### config.mk
export PLATFORM = sky130hd
export DESIGN_NAME = cpu_step_sequencer
export DESIGN_NICKNAME = d
export VERILOG_FILES = /design/src/rtl/cpu_step_sequencer_pkg.sv /design/src/rtl/cpu_step_sequencer.sv
export SDC_FILE = /design/constraint.sdc
export NUM_CORES = 1
export LEC_CHECK = 0
export ABC_CLOCK_PERIOD_IN_PS = 4900
export CAP_MARGIN = 15
export CORE_MARGIN = 3
export CORE_UTILIZATION = 49
export DETAILED_ROUTE_END_ITERATION = 7
export MAX_ROUTING_LAYER = met4
export PLACE_DENSITY = 0.84
export SLEW_MARGIN = 20
export SYNTH_ARGS = -nofsm -noshare
export SYNTH_HDL_FRONTEND = slang
export SYNTH_SLANG_ARGS = --single-unit
### constraint.sdc
create_clock -name clk -period 4.9 [get_ports clk]
set_clock_uncertainty 0.15 [all_clocks]
set_input_delay 0.49 -clock clk [delete_from_list [all_inputs] [get_ports clk]]
set_output_delay 0.49 -clock clk [all_outputs]
set_load 0.1 [all_outputs]
### src/rtl/cpu_step_sequencer_pkg.sv
// Shared constants for the step sequencer and the opcode decoder.
// Latency: none (constants only).
// Backpressure: none (constants only).
package cpu_step_sequencer_pkg;

    // Sequencer state encodings. Value 7 is unused and recovers to FETCH.
    localparam logic [2:0] SEQ_FETCH    = 3'd0;
    localparam logic [2:0] SEQ_EXEC     = 3'd1;
    localparam logic [2:0] SEQ_MEM_RD   = 3'd2;
    localparam logic [2:0] SEQ_WAIT_IN  = 3'd3;
    localparam logic [2:0] SEQ_WAIT_OUT = 3'd4;
    localparam logic [2:0] SEQ_SWAP_ROM = 3'd5;
    localparam logic [2:0] SEQ_HALTED   = 3'd6;

    // Writeback select value that marks a load from data memory.
    localparam logic [1:0] MEMTOREG_MEM = 2'b01;

    // Opcodes decoded by the control unit.
    localparam logic [5:0] OP_RTYPE = 6'h00;
    localparam logic [5:0] OP_J     = 6'h02;
    localparam logic [5:0] OP_BEQ   = 6'h04;
    localparam logic [5:0] OP_ADDI  = 6'h08;
    localparam logic [5:0] OP_LW    = 6'h23;
    localparam logic [5:0] OP_SW    = 6'h2b;
    localparam logic [5:0] OP_IN    = 6'h3c;
    localparam logic [5:0] OP_OUT   = 6'h3d;
    localparam logic [5:0] OP_CHROM = 6'h3e;
    localparam logic [5:0] OP_HALT  = 6'h3f;

endpackage

### src/rtl/cpu_step_sequencer.sv
// Multi-cycle step sequencer: turns level decoder flags into one-cycle enables.
// Latency: normal 2 cycles, load 3, I/O and ROM swap 2 + wait cycles.
// Backpressure: stalls in WAIT_IN/WAIT_OUT/SWAP_ROM until in_valid/out_ready/rom_ready.
//
// Ports:
//   clk, rst                     clock and synchronous active-high reset
//   halt .. memtoReg             decoder flags, stable for the whole instruction
//   in_valid/out_ready/rom_ready handshake inputs, only looked at in their wait state
//   resume                       leaves HALTED
//   ir_load .. halted            Mealy enables/status, all forced low while rst is high
//   state, instr_count           debug state and retired-instruction counter
module cpu_step_sequencer #(
    parameter int CNT_W = 16
) (
    input  logic             clk,
    input  logic             rst,
    input  logic             halt,
    input  logic             input_flag,
    input  logic             output_flag,
    input  logic             changeROM,
    input  logic             regWrite,
    input  logic             memWrite,
    input  logic [1:0]       memtoReg,
    input  logic             in_valid,
    input  logic             out_ready,
    input  logic             rom_ready,
    input  logic             resume,
    output logic             ir_load,
    output logic             pc_en,
    output logic             reg_we,
    output logic             mem_we,
    output logic             in_ack,
    output logic             out_valid,
    output logic             rom_swap_req,
    output logic             halted,
    output logic [2:0]       state,
    output logic [CNT_W-1:0] instr_count
);
    import cpu_step_sequencer_pkg::*;

    logic [2:0]       state_q;
    logic [2:0]       state_d;
    logic [CNT_W-1:0] cnt_q;

    // Next state and Mealy enables. Everything is held low while rst is
    // high so an abandoned handshake never sees a stray ack or write.
    always_comb begin
        state_d      = state_q;
        ir_load      = 1'b0;
        pc_en        = 1'b0;
        reg_we       = 1'b0;
        mem_we       = 1'b0;
        in_ack       = 1'b0;
        out_valid    = 1'b0;
        rom_swap_req = 1'b0;
        halted       = 1'b0;
        if (!rst) begin
            case (state_q)
                SEQ_FETCH: begin
                    ir_load = 1'b1;
                    state_d = SEQ_EXEC;
                end
                SEQ_EXEC: begin
                    if (halt)                          state_d = SEQ_HALTED;
                    else if (changeROM)                state_d = SEQ_SWAP_ROM;
                    else if (input_flag)               state_d = SEQ_WAIT_IN;
                    else if (output_flag)              state_d = SEQ_WAIT_OUT;
                    else if (memtoReg == MEMTOREG_MEM) state_d = SEQ_MEM_RD;
                    else begin
                        reg_we  = regWrite;
                        mem_we  = memWrite;
                        pc_en   = 1'b1;
                        state_d = SEQ_FETCH;
                    end
                end
                SEQ_MEM_RD: begin
                    // Synchronous RAM data is valid now; write it back.
                    reg_we  = 1'b1;
                    pc_en   = 1'b1;
                    state_d = SEQ_FETCH;
                end
                SEQ_WAIT_IN: begin
                    if (in_valid) begin
                        reg_we  = 1'b1;
                        in_ack  = 1'b1;
                        pc_en   = 1'b1;
                        state_d = SEQ_FETCH;
                    end
                end
                SEQ_WAIT_OUT: begin
                    out_valid = 1'b1;
                    if (out_ready) begin
                        pc_en   = 1'b1;
                        state_d = SEQ_FETCH;
                    end
                end
                SEQ_SWAP_ROM: begin
                    rom_swap_req = 1'b1;
                    // PC mux already selects the new-bank target.
                    if (rom_ready) begin
                        pc_en   = 1'b1;
                        state_d = SEQ_FETCH;
                    end
                end
                SEQ_HALTED: begin
                    halted = 1'b1;
                    // pc_en steps past the HALT instruction on resume.
                    if (resume) begin
                        pc_en   = 1'b1;
                        state_d = SEQ_FETCH;
                    end
                end
                default: state_d = SEQ_FETCH;
            endcase
        end
    end

    always_ff @(posedge clk) begin
        if (rst) begin
            state_q <= SEQ_FETCH;
            cnt_q   <= '0;
        end else begin
            state_q <= state_d;
            if (pc_en) cnt_q <= cnt_q + CNT_W'(1);
        end
    end

    assign state       = rst ? 3'd0 : state_q;
    assign instr_count = rst ? '0 : cnt_q;

endmodule
==> results_dict.tcl <==
set metrics [dict create \
    status "finished clean" \
    grt_max_degree 34 \
    rsz0062_at_grt "no" \
    multiInputGateArea_um2 823 \
    dpl.hpwl_um 2410 \
    clock-root-buffer "clkbuf_4" \
    portBuffers 40 \
    synthFlopType "dfxtp_1" \
    overflow 0 \
    ir_worst_vdd_mv 0.183 \
    clk_path_buf_depth 2 \
    min_to "cnt_q[13]" \
    synth.distinct_cells 39 \
    syn_nets 172 \
    slowest_delay_ps 1180 \
    rr_worst_depth 6 \
    leakagePower_nw 0.621 \
    finalCritPeriodShare 0.756 \
    cp_slowest_cell "clkdlybuf4s50_1" \
    setup_violations 0 \
    crit_type "in -> out" \
    synth_area_um2 1270 \
    synth.area.top_cells "dfxtp_1 (30%), nor2b_1 (9.9%), mux2_2 (6.2%)" \
    antenna_found_initial 0 \
    rr_startpoint "state_q[0]" \
    cp_data_arrival_time_ps 3060 \
    clkTransAtPathRegs_ps 110 \
    drt_drc_violations_left 0 \
    hold_start "cnt_q[13]" \
    grt_pass1_wl_um 5060 \
    yosysWarnings 0 \
    hold_viol 0 \
    fp-row-count 17 \
    ff_latch_area_um2 380 \
    cts_buffers 3 \
    layout-drive-gt1-share 0.175 \
    hold_path.class "reg -> reg" \
    tightest_slew_ps 1110 \
    wl_um 3200 \
    grt.total_usage 0.198 \
    fp.dieH_um 56.8 \
    antenna_cells 0 \
    dr_wl_met3_um 164 \
    gp_congestion 0.863 \
    ctsHoldBuffers 0 \
    cpMostUsedCell "clkdlybuf4s50_1" \
    vias 1276 \
    fillers 199 \
    critPathTopFamily "buffers and inverters" \
    critPathLaunchType "input pin" \
    cp_num_buf_inv 2 \
    finalCriticalPeriod_ps 3700 \
    r2r_end "cnt_q[15]" \
    wl_met2_um 1590 \
    wl_per_cell_um 14.4 \
    async_reset_ff_frac 0 \
    ant_nets 0 \
    cts_tree "yes" \
    top_layer "met4" \
    start_util 0.541 \
    rrSetupSlack_ps 2220 \
    yosysTopAreaCell "dfxtp_1" \
    via_per_inst 5.75 \
    setup_ws_ps 1200 \
    drt_pass1_iterations 4 \
    m1WireLength_um 1430 \
    io_pins 41 \
    cts_setup_buffers 0 \
    core_um2 2340 \
    final_nets 210 \
    postSynthAreaPerCell_um2 8.07 \
    syn_inst 157 \
    grt_pass1_vias 1152 \
    cap_violations 0 \
    drt_iter0_drc 42 \
    min_path_cells 2 \
    numClockSinks 19 \
    clock_latency_ps 300 \
    cellPowerDensity_nw_per_um2 233 \
    crit_fanout 33 \
    synth_seq_cells 19 \
    yosys.area.top_type_share 0.300 \
    yosysSeqAreaShare 0.300 \
    slew_headroom 0.261 \
    worstPathRequired_ps 4260 \
    finalSetupTns_ps 0 \
    pre_cts_ws_ps 1220 \
    crit_chain "clkdlybuf4s50_1 -> nor2b_1 -> clkdlybuf4s50_1" \
    ctsResizeCount 0 \
    slew_violations 0 \
    timing.fmax_mhz 270 \
    cp-end-kind "primary output" \
    die_w_um 56.8 \
    area_delta_synth_final_pct 31.3 \
    die-area_um2 3230 \
    cts-htree-levels 1 \
    synth-edff-count 0 \
]
## sequential cells by signal, indices dropped and copies added (netlist names)
register,count
cnt_q,16
state_q,3
## synthesized netlist by cell type, types with 2 or more instances
| cell type | number |
|---|---|
| nor2b_1 | 20 |
| dfxtp_1 | 19 |
| nor2_1 | 16 |
| a21oi_1 | 12 |
| mux2_2 | 7 |
| nand2_1 | 7 |
| clkbuf_1 | 6 |
| nor3_1 | 6 |
| o31ai_1 | 6 |
| or4_1 | 6 |
| nor3b_1 | 5 |
| inv_1 | 4 |
| o21ai_0 | 4 |
| and4_1 | 3 |
| mux2i_1 | 3 |
| nand2b_1 | 3 |
| nand3_1 | 3 |
| nand4_1 | 3 |
| and2_1 | 2 |
| buf_2 | 2 |
| nor4_1 | 2 |
## report_power, final
| group | internal [mW] | switching [mW] | total (mW) | leakage [nW] |
|---|---|---|---|---|
| sequential | 0.160 | 0.0176 | 0.177 | 0.154 |
| combinational | 0.0429 | 0.0856 | 0.129 | 0.452 |
| clock | 0.0317 | 0.0491 | 0.0808 | 0.0150 |
## routing by layer
metal | vias up | track usage
met5 | - | -
met4 | 0 | 0.0166
met3 | 2 | 0.0529
met2 | 33 | 0.328
met1 | 598 | 0.252
li1 | 643 | -
## metrics by stage
step / power [mW] / utilization / instance area, um2 / hold slack [ps] / instances
final: 0.387 / 0.711 / 1660 / 364 / 222
after global placement: 0.306 / 0.699 / 1640 / 319 / 218
after detailed placement: 0.309 / 0.699 / 1640 / 347 / 218
after CTS: 0.389 / 0.711 / 1660 / 362 / 222
after floorplan: 0.278 / - / 1270 / 297 / 157
after global routing: 0.407 / 0.711 / 1660 / 381 / 222
## cell type report
| class | count | area share |
|---|---|---|
| tap | 28 | 0.0211 |
| timing repair buffer | 43 | 0.230 |
| clock buffer | 4 | 0.0158 |
| sequential | 19 | 0.229 |
| inverter | 4 | 0.00903 |
| multi-input combinational | 124 | 0.495 |
## cells in the final DEF (no fill, tap or decap), types with 4 or more instances in the layout
cell type	n
a21oi_1	12
buf_4	19
clkdlybuf4s50_1	24
dfxtp_1	19
inv_1	4
mux2_2	7
nand2_1	7
nor2_1	16
nor2b_1	20
nor3_1	6
nor3b_1	5
o21ai_0	4
o31ai_1	6
or4_1	6
## worst min-delay path, cell delays in order, from the launching register on
cell,delay [ps]
dfxtp_1,340
o31ai_1,70
a21oi_1,60
## cells by family after synthesis
logic type | after synthesis | synth area share
multiplexers | 10 | 0.0860
AO/OA/AOI/OAI | 27 | 0.134
XOR/XNOR | 1 | 0.00692
AND/OR/NAND/NOR | 85 | 0.413
adder cells (fa/ha/maj) | 1 | 0.00988
buffers and inverters | 14 | 0.0494
flip-flops | 19 | 0.300
## how the worst max path moves through the flow
| stage | cells after the start | slack [ps] | end | startpoint |
|---|---|---|---|---|
| 3_5_place_dp | 3 | 1220 | state[1] | rst |
| 2_1_floorplan | 4 | 140 | reg_we | output_flag |
| 3_3_place_gp | 3 | 1310 | state[1] | rst |
| 6_report | 3 | 1200 | state[1] | rst |
| 5_1_grt | 3 | 1130 | state[1] | rst |
| 4_1_cts | 3 | 1200 | state[1] | rst |
No activity file was read; power rests on OpenSTA's default activity.
